<file path="src/rtl/rf_wq_pkg.sv">
// Shared types and sizing helpers for the register-file write-back queue.
package rf_wq_pkg;

  localparam int REG_W  = 5;
  localparam int DATA_W = 32;

  typedef struct packed {
    logic [REG_W-1:0]  rd;
    logic [DATA_W-1:0] data;
  } rf_wq_entry_t;

  // Pointer width for a power-of-two depth; never below one bit.
  function automatic int ptr_w(input int depth);
    return (depth <= 2) ? 1 : $clog2(depth);
  endfunction

endpackage

</file>
<file path="src/rtl/rf_wq_match.sv">
// Youngest-first match of one read-port address against the pending write entries.
module rf_wq_match
  import rf_wq_pkg::*;
#(
  parameter int DEPTH = 4,
  parameter int PW    = 2
) (
  input  rf_wq_entry_t [DEPTH-1:0] entries,
  input  logic [PW-1:0]            head,
  input  logic [PW:0]              count,
  input  logic [REG_W-1:0]         addr,
  output logic                     hit,
  output logic [DATA_W-1:0]        data
);

  // Walk from oldest to youngest so the last valid match (the youngest) wins.
  always_comb begin
    logic [PW-1:0] idx;
    hit  = 1'b0;
    data = '0;
    idx  = '0;
    for (int k = 0; k < DEPTH; k++) begin
      idx = head + PW'(k);
      if (((PW+1)'(k) < count) && (addr != '0) && (entries[idx].rd == addr)) begin
        hit  = 1'b1;
        data = entries[idx].data;
      end
    end
  end

endmodule

</file>
<file path="src/rtl/rf_write_queue.sv">
// Write-back FIFO in front of the 32x32 register file write port, with read-after-write
// resolution on both read ports. Define RF_BYPASS_EN to forward pending data instead of flagging a hazard.
module rf_write_queue
  import rf_wq_pkg::*;
#(
  parameter int DEPTH = 4
) (
  input  logic              clk,
  input  logic              reset,
  input  logic              wb_valid,
  output logic              wb_ready,
  input  logic [4:0]        wb_rd,
  input  logic [31:0]       wb_data,
  input  logic              rf_stall,
  output logic              rf_ld,
  output logic [4:0]        rf_addr,
  output logic [31:0]       rf_data,
  input  logic [4:0]        rd_a_addr,
  input  logic [4:0]        rd_b_addr,
  input  logic [31:0]       pa_in,
  input  logic [31:0]       pb_in,
  output logic [31:0]       pa_out,
  output logic [31:0]       pb_out,
  output logic              raw_hazard
);

  localparam int PW = ptr_w(DEPTH);
  localparam logic [PW:0] FULL = DEPTH[PW:0];

  rf_wq_entry_t [DEPTH-1:0] entries;
  logic [PW-1:0]            head;
  logic [PW-1:0]            tail;
  logic [PW:0]              count;
  logic                     push;
  logic                     pop;

  // Handshake: an entry transfers on a cycle with wb_valid && wb_ready; wb_ready depends
  // only on occupancy (strictly not full, even if a pop happens the same cycle).
  // Register 0 is never written, so such entries complete the handshake but are dropped.
  assign wb_ready = (count != FULL);
  assign push     = wb_valid && wb_ready && (wb_rd != '0);
  assign pop      = (count != '0) && !rf_stall;

  always_ff @(posedge clk) begin
    if (reset) begin
      head  <= '0;
      tail  <= '0;
      count <= '0;
    end else begin
      if (push) tail <= tail + 1'b1;
      if (pop)  head <= head + 1'b1;
      if (push && !pop)      count <= count + 1'b1;
      else if (pop && !push) count <= count - 1'b1;
    end
  end

  // Payload storage needs no reset: occupancy alone decides what is valid.
  always_ff @(posedge clk) begin
    if (push) entries[tail] <= {wb_rd, wb_data};
  end

  assign rf_ld   = pop;
  assign rf_addr = pop ? entries[head].rd   : '0;
  assign rf_data = pop ? entries[head].data : '0;

  logic              hit_a;
  logic              hit_b;
  logic [DATA_W-1:0] fwd_a;
  logic [DATA_W-1:0] fwd_b;

  rf_wq_match #(.DEPTH(DEPTH), .PW(PW)) u_match_a (
    .entries (entries),
    .head    (head),
    .count   (count),
    .addr    (rd_a_addr),
    .hit     (hit_a),
    .data    (fwd_a)
  );

  rf_wq_match #(.DEPTH(DEPTH), .PW(PW)) u_match_b (
    .entries (entries),
    .head    (head),
    .count   (count),
    .addr    (rd_b_addr),
    .hit     (hit_b),
    .data    (fwd_b)
  );

`ifdef RF_BYPASS_EN
  assign pa_out     = hit_a ? fwd_a : pa_in;
  assign pb_out     = hit_b ? fwd_b : pb_in;
  assign raw_hazard = 1'b0;
`else
  logic unused_fwd;
  assign unused_fwd = ^{fwd_a, fwd_b};
  assign pa_out     = pa_in;
  assign pb_out     = pb_in;
  assign raw_hazard = hit_a | hit_b;
`endif

endmodule

</file>
<file path="config.mk">
export PLATFORM = sky130hd
export DESIGN_NAME = rf_write_queue
export DESIGN_NICKNAME = d
export VERILOG_FILES = /design/src/rtl/rf_wq_pkg.sv /design/src/rtl/rf_wq_match.sv /design/src/rtl/rf_write_queue.sv
export SDC_FILE = /design/constraint.sdc
export NUM_CORES = 1
export LEC_CHECK = 0
export CAP_MARGIN = 10
export CORE_UTILIZATION = 43
export DETAILED_ROUTE_END_ITERATION = 8
export GPL_ROUTABILITY_DRIVEN = 0
export HOLD_SLACK_MARGIN = 0.1
export MAX_ROUTING_LAYER = met4
export PLACE_DENSITY_LB_ADDON = 0.1
export SYNTH_ARGS = -nofsm -noshare
export SYNTH_HDL_FRONTEND = slang
export SYNTH_SLANG_ARGS = --single-unit
</file>
<file path="constraint.sdc">
create_clock -name clk -period 2.5 [get_ports clk]
set_input_delay 0.5 -clock clk [delete_from_list [all_inputs] [get_ports clk]]
set_output_delay 0.5 -clock clk [all_outputs]
set_load 0.01 [all_outputs]
</file>
After elaboration in Yosys (flattened, before gate mapping)
Index checks and enable logic that the tools add are counted.

storage, ports and cells
  logic and storage cells = 90
  latch bits = 0
  register bits after elaboration = 155
  output and inout bits = 104
  memory bits (read-only) = 0
  RAM bits = 0
  memories kept = 0

operators by class
  $add $sub $neg = 6
  shift operators = 0
  divide/modulo/power cells = 0
  reduce and logical (&&, ||, !) cells = 30
  multiply operators = 0
  order comparisons = 10
  bitwise logic cells = 1
  mux-type cells = 23
  equality and inequality tests = 9

operators by type and width
  cell                                                                          count
  37-bit binary-select mux with 2-bit select                                    4
  37-bit 2-to-1 mux                                                             5
  148-bit bitwise mux                                                           1
  37-bit demux with 2-bit select                                                1
  5-bit == test                                                                 8
  32-bit 2-to-1 mux                                                             1
  1-bit logical AND                                                             22
  2-bit by 3-bit less-than comparator with 1-bit output, second input constant  5
  5-bit nonzero test                                                            3
  1-bit 2-to-1 mux                                                              8
  1-bit by 3-bit less-than comparator with 1-bit output, first input constant   2
  2-bit by 3-bit less-than comparator with 1-bit output, first input constant   2
  3-bit 2-to-1 mux                                                              2
  5-bit 2-to-1 mux                                                              1
  2-bit by 1-bit adder with 2-bit output, second input constant                 2
  2-bit adder, second input constant                                            2
  3-bit by 1-bit adder with 3-bit output, second input constant                 1
  1-bit zero test                                                               3
  3-bit inequality test, second input constant                                  1
  3-bit nonzero test                                                            1
  3-bit by 1-bit subtractor with 3-bit output, second input constant            1
  2-bit by 1-bit >= comparator with 1-bit output, second input constant         1
  2-bit nonzero test                                                            1
  1-bit OR                                                                      1

Longest topological paths before layout
  word-level depth = 9
  depth in mapped cells = 10
  gate-level depth less buffers = 10

Cells and area by module
A second synthesis with hierarchy kept.

second synthesis, totals
  cell total of the unflattened synthesis = 1367
  area, all modules = 15354.7 um^2

by module, submodules not included
  module          times used  area an instance (um^2)  cells each
  rf_wq_match     2           4420.5                   510
  rf_write_queue  1           6513.7                   347

Worst setup path before layout
OpenSTA, ideal clock, no wires.

  kind = register -> register
  from = reg count[0]
  to = reg entries[111] (netlist name)
  arrival time = 2.210 ns
  slack = -0.108 ns
  cell stages (with the launch flop) = 7
  required time = 2.102 ns
  clock period less this slack = 2.608 ns
  library setup time = 0.398 ns
  path through = dfxtp_1 -> inv_1 -> ha_1 -> nand2_1 -> nand2_1 -> a21oi_1 -> and2_1

on the way
  word-level cells in the longest chain between the ends = 3

ends and longest elaborated chain
  element                         RTL line              source
  start, declared                 rf_write_queue.sv:33  logic [PW:0] count;
  start signal, assigned          rf_write_queue.sv:52  if (push && !pop) count <= count + 1'b1;
  start signal, assigned          rf_write_queue.sv:53  else if (pop && !push) count <= count - 1'b1;
  3-bit inequality test           rf_write_queue.sv:40  assign wb_ready = (count != FULL);
  net wb_ready                    rf_write_queue.sv:11  output logic wb_ready,
  1-bit logical AND (2 in a row)  rf_write_queue.sv:41  assign push = wb_valid && wb_ready && (wb_rd != '0);
  net push                        rf_write_queue.sv:34  logic push;

The timed path passes the listed nets, and every way through them passes these cells.
A chain may end at the register's enable or synchronous reset.

Worst setup path in the final report
  from = reg head[0]
  to = out raw_hazard

on the way
  word-level cells in the longest chain between the ends = 9
  elaborated cells on any way between the ends = 36
  those cells by class = add/sub (3); eq/ne (8); mux (16); bitwise (1); reduce/logical (8)

ends and longest elaborated chain
  element                                                                                                      RTL line                              source
  start, declared                                                                                              rf_write_queue.sv:31                  logic [PW-1:0] head;
  start signal, assigned                                                                                       rf_write_queue.sv:51                  if (pop) head <= head + 1'b1;
  2-bit by 1-bit adder with 2-bit output / 37-bit binary-select mux with 2-bit select (equally long branches)  rf_wq_match.sv:23, rf_wq_match.sv:24
  37-bit binary-select mux with 2-bit select / 37-bit 2-to-1 mux (equally long branches)                       -
  37-bit 2-to-1 mux (not written as such) / 5-bit == test (equally long branches)                              rf_wq_match.sv:24                     if (((PW+1)'(k) < count) && (addr != '0) && (entries[idx].rd == addr)) begin
  5-bit == test / 1-bit logical AND (equally long branches)                                                    rf_wq_match.sv:24
  1-bit logical AND / 1-bit 2-to-1 mux (equally long branches)                                                 rf_wq_match.sv:24
  1-bit 2-to-1 mux (3 in a row)                                                                                rf_wq_match.sv:24
  1-bit OR (*)                                                                                                 rf_write_queue.sv:98                  assign raw_hazard = hit_a | hit_b;
  end, declared                                                                                                rf_write_queue.sv:24                  output logic raw_hazard

Every way passes the cells marked *; elsewhere a longest branch is shown, timed or not. The select of a mux whose other input is x is not followed.

==> metrics.csv <==
metric;value;unit
grt_remaining_overflow;0;
crit_path_end_kind;output port;
dieArea;18100;um2
ys_ff_latch;155;
path_cells;buf_12 > buf_12 > mux2i_4 > xnor2_1 > buf_4 > nor3_1 > a41o_1 > a31oi_1 > nand4_1 > buf_2;
met3_wirelength;1.03;mm
cp_num_buf_inv;4;
drc;0;
async_reset_ff_frac;0;
grt_setup_unrepaired;yes;
numCtsBuffers;17;
timing.final.crit_period;2.91;ns
reg2reg_from;count[1];
synth-xor-area-share;0.0580;
power.density;1040;nW/um2
ys_warn_count;0;
die_w;135;um
via_count;4473;
synth_compound_area_frac;0.0191;
peakVddDrop;0.592;mV
ff2ff_path_depth;9;
antenna_found_initial;0;
hold_class;reg2reg;
setup_viol;28;
synth_top_cell_by_area;edfxtp_1;
nets;762;
diodes;0;
hold_viol;0;
fmax;344;MHz
ys_top_cells_by_area;edfxtp_1 (59%), mux4_2 (9.5%), buf_4 (6.4%);
synth-edff-count;148;
wl_met2;8.15;mm
cp-start-kind;register;
htree_levels;4;
cp.arrival;2.41;ns
holdBufCountCts;0;
clock-skew-final;0.00486;ns
cts_buffer_depth;2;
hold_path.startpoint;count[0];
synth-seq-area-share;0.607;
hold_depth;2;
violations;negative setup slack;
critPathRequiredTime;2.00;ns
ant_nets;0;
max_cap_viol_count;0;
clock-sinks;155;
layout_common_cells;edfxtp_1 (148), buf_4 (95), clkdlybuf4s50_1 (51), mux4_2 (32), clkbuf_2 (29);
dr.pass1.iters;4;
rows;48;
synth_area;7550;um2
final_common_cell;edfxtp_1;
layout_setup_ws;-0.407;ns
wl_per_cell;18.8;um
highest_layer;met4;
clk_latency;0.41;ns
slew-limit-headroom;0.752;
synth_top_family_by_area;multiplexers;
crit_top_cell;buf_12;
cts_tree;built;
ctsRootBufferMaster;clkbuf_16;
ys.flop_type;edfxtp_1;
first_iter_violations;175;
grt_first_pass_wirelength;25.0;mm
synth_fa_ha_area_frac;0.0149;
grt_pass1_vias;4599;
avgSynthCellArea;15.2;um2
ys_types;39;
critical_path_peak_fanout;6;
outcome;finished with violations;
syn_nets;620;
stdcell_area;9850;um2
crit-reg2reg-capture;entries[110];
fp.coreArea;17200;um2
io_buffer_count;90;
die_h;135;um
io_pins;219;
syn2layout_area_growth;30.5;%
routed_wirelength;16.5;mm
initial_core_util;0.438;
crit_type;reg2out;
viasPerCell;5.11;
placed_cell_area;8840;um2
power.static_leakage;3.61;nW
r2r_setup_slack;0.46;ns
worst_slew_pin_slew;0.368;ns
dpl.hpwl;10.7;mm
slew_viol_final;0;
fin_crit_sh;1.16;
synthMuxAreaShare;0.144;
clk_pin_slew;0.06;ns
met1Wirelength;7.00;mm
holdPathEnd;count[0];
synth_top_area_share;0.589;
track_usage;0.196;
worst_path_max_delay_cell;dfxtp_4;
syn_inst;496;
fillers;1404;
final_util;0.572;
drive_above_1_share;0.415;
cp_top_family;buffers and inverters;
grt_max_degree;27;
critPathMaxStageDelay;0.41;ns
synthSimpleGateAreaFrac;0.0703;
## state kept, by name, summed over array words and instances, names as in the netlist
register,flops
head,2
entries,148
count,3
tail,2
## per-layer routing
| layer | vias up | track usage |
|---|---|---|
| li1 | 2069 | - |
| met1 | 2205 | 0.229 |
| met2 | 166 | 0.322 |
| met3 | 33 | 0.0586 |
| met4 | 0 | 0.0699 |
| met5 | - | - |
## logic make-up after synthesis
kind of cell    count (synthesis)
buf+inv                        98
xor+xnor                       50
flops                         155
fa+ha+maj                       9
mux                            65
simple gates                   96
compound gates                 23
## cells in the mapped netlist, drive strengths merged (2+ instances only)
| cell | n |
|---|---|
| xnor2 | 28 |
| mux2i | 29 |
| a21o | 2 |
| mux4 | 32 |
| clkbuf | 14 |
| nor4 | 6 |
| a31oi | 3 |
| nand2 | 12 |
| dfxtp | 7 |
| inv | 7 |
| nor3 | 11 |
| ha | 9 |
| a21oi | 8 |
| nand4 | 5 |
| and2 | 36 |
| mux2 | 4 |
| o21ai | 4 |
| edfxtp | 148 |
| buf | 77 |
| nor2 | 23 |
| xor2 | 22 |
## worst max-delay path by stage
stage / startpoint / cells past startpoint / to / slack, ns
CTS: head[0] / 11 / raw_hazard / -0.39
global placement: rd_b_addr[1] / 9 / raw_hazard / -0.70
floorplan: rd_b_addr[1] / 8 / raw_hazard / 0.04
finish: head[0] / 10 / raw_hazard / -0.41
global route: head[0] / 11 / raw_hazard / -0.52
detailed placement: rd_b_addr[1] / 9 / raw_hazard / -0.70
## through the flow
stage | power [mW] | worst slack (ns) | TNS [ns] | hold WS, ns | std cells
after global placement | 7.06 | -0.697 | -6.68 | 0.535 | 801
after detailed placement | 7.09 | -0.700 | -6.60 | 0.553 | 801
after floorplan | 5.56 | 0.0435 | 0 | 0.514 | 496
final | 10.2 | -0.407 | -6.41 | 0.528 | 876
after global routing | 10.8 | -0.522 | -8.82 | 0.561 | 876
after CTS | 9.87 | -0.393 | -5.11 | 0.533 | 850
## final cells by class
class,instances,area (um2),area share
Timing Repair Buffer,214,1960,0.199
Sequential cell,155,4590,0.466
Clock inverter,12,121,0.0123
Clock buffer,20,437,0.0443
Inverter,7,28.8,0.00292
Tap cell,225,282,0.0286
Multi-Input combinational cell,243,2430,0.246
## timing repair
action	4_1_cts	5_1_grt
endpoints found under the hold margin	0	0
buffers inserted	14	26
setup endpoints to repair	39	38
pin swaps	4	3
gates resized for setup	88	97
cloned	3	0
## worst register-to-register path: cells and delay by family (launching register included)
kind                       cells  cell delay (ns)
buffers and inverters          4             0.61
adders and majority gates      1             0.17
DFF                            1             0.32
AOI/OAI and AO/OA              1             0.25
and+or+nand+nor                3             0.36
## power by group
group / internal, mW / switching, mW
registers: 3.23 / 0.143
logic: 2.55 / 1.93
clock network: 1.46 / 0.949
total: 7.23 / 3.02
Note: power is estimated with default switching activity, not from simulation.
==> edit: new RTL, same flow settings <==
Add a define of `RF_BYPASS_EN`.
--- a/src/rtl/rf_write_queue.sv
+++ b/src/rtl/rf_write_queue.sv
@@ -1,5 +1,7 @@
 // Write-back FIFO in front of the 32x32 register file write port, with read-after-write
 // resolution on both read ports. Define RF_BYPASS_EN to forward pending data instead of flagging a hazard.
+`define RF_BYPASS_EN
+
 module rf_write_queue
   import rf_wq_pkg::*;
 #(
Formal check against the unedited RTL: not equivalent (a bounded check fails within 4 cycles, from zero or initial values and one cycle with reset high).
==> edit against the unedited design <==
Combinational power increased to 2.6 times the old value. Largest cell class is now multi-input combinational cells. Sequential share of layout area shrank 22 points. Synthesized area up 55%. Wire length grew to 2.8 times the old value. Power rose by 73%. The run still ends with setup timing left. Critical path type unchanged. Cell area rose by 91%. Sequential cell count did not move. Setup slack worse by 1.1 ns. Largest power group unchanged.
==> edit: results <==
group,metric,value,unit
route,via_per_inst,6.10,
power,p_leak,6.99,nW
route,avgRoutedWirePerCell,23.7,um
sta,relSlewSlack,0.545,
grt,grt_pass1_wl,60000,um
grt,grt_usage,0.290,
worst_setup_path,r2r-end,"count[2]$_SDFFE_PP0P_",
worst_setup_path,r2r-start,"count[0]$_SDFFE_PP0P_",
grt,grt_max_degree,86,
sta,setup_viol,98,
yosys,ys_top_cells_by_area,"edfxtp_1, mux4_2, mux2_2",
grt,use_met3,0.0335,
route,drt_iter0_markers,1055,
yosys,synthTopCellsByCount,"edfxtp_1, nor2_1, nand2_1, o21ai_0",
grt,met1_usage,0.383,
grt,use_met2,0.470,
worst_setup_path,reg2reg_depth,11,
sta,fin_ws,-1.47,ns
run_status,violations,"setup timing",
sta,final.setup_skew,0.0118,ns
run_status,status,"complete, but fails checks",
place,dp.cells,1770,
worst_setup_path,crit_path_start,"head[1]$_SDFFE_PP0P_",
route,drt-pass1-iter-count,5,
place,hpwl,26300,um
yosys,synth_fp_nets,1253,
worst_setup_path,cp_top_family,"simple AND/OR/NAND/NOR gates",
final_layout,fin_cells,1928,
worst_setup_path,crit_slowest_cell,"mux4_2",
yosys,yosysSeqAreaShare,0.393,
worst_setup_path,reg2reg_slack,0.32,ns
place,place_ws,-1.59,ns
power,irDropWorstVdd,0.610,mV
final_layout,drive_above_1_share,0.470,
clock_network,worstSkewPairLatency,0.43,ns
worst_setup_path,cp-endpoint,"pa_out[22]",
place,post_dp_cell_area,15900,um2
## edit: cell count changes in the layout (fill, tap and decap cells not counted), moves of 35 or more
cell,delta
buf_6,+35
a31oi_1,+36
nor2_1,+95
nand2_1,+107
mux2_2,+45
buf_2,+61
clkdlybuf4s50_1,+64
a21oi_1,+48
buf_4,+112
## edit: cells by family (layout without fill, tap and decap cells)
logic type | count (synthesis) | after routing | share of synthesized area
AO/OA/AOI/OAI | 295 | 295 | 0.161
XOR/XNOR | 40 | 40 | 0.0300
adder cells (fa/ha/maj) | 9 | 9 | 0.00965
buffers and inverters | 122 | 585 | 0.0497
flip-flops | 155 | 155 | 0.393
multiplexers | 174 | 174 | 0.224
other | 1 | 2 | 0.000321
AND/OR/NAND/NOR | 333 | 333 | 0.132
## edit: where the power goes
part           internal [W]  switching [W]
clock               0.00141        0.00117
sequential          0.00323       0.000215
combinational       0.00613        0.00555
total                0.0108        0.00693
## edit: per-stage QoR
step | total power [W] | TNS, ns | utilization
global route | 0.0184 | -104.98 | 0.712
floorplan | 0.00848 | -30.49 | -
global placement | 0.0123 | -119.08 | 0.603
finish | 0.0177 | -96.40 | 0.712
CTS | 0.0154 | -108.53 | 0.647
detailed placement | 0.0124 | -120.11 | 0.603
## edit: layout make-up
class | instances | area [um2]
repair buffers | 541 | 5490
diodes | 1 | 2.50
inverters | 12 | 45.0
flip-flops and latches | 155 | 4590
multi-input cells | 852 | 7630
clock inverters | 14 | 154
fillers | 1861 | 7580
clock buffers | 18 | 429
well taps | 335 | 419
## edit: worst min-delay path by stage
stage	cells after the start	end	from	slack [ns]
3_5_place_dp	2	tail[0]$_SDFFE_PP0P_	tail[0]$_SDFFE_PP0P_	0.57
5_1_grt	2	tail[1]$_SDFFE_PP0P_	tail[1]$_SDFFE_PP0P_	0.63
3_3_place_gp	2	tail[1]$_SDFFE_PP0P_	tail[1]$_SDFFE_PP0P_	0.55
6_report	2	tail[1]$_SDFFE_PP0P_	tail[1]$_SDFFE_PP0P_	0.59
2_1_floorplan	2	tail[1]$_SDFFE_PP0P_	tail[1]$_SDFFE_PP0P_	0.51
4_1_cts	2	tail[0]$_SDFFE_PP0P_	tail[0]$_SDFFE_PP0P_	0.58
## edit: timing repair
action                                 CTS  global route
gates resized for setup                378           269
endpoints found under the hold margin    0             0
buffers inserted                        41            63
gates cloned                             6            23
pin swaps                               76            78
setup endpoints to repair              102           102
## edit: routing by layer
layer	routed length, um	share of wire
met3	3660	0.080
met4	1390	0.030
met1	18700	0.41
met2	22000	0.48
met5	0	0
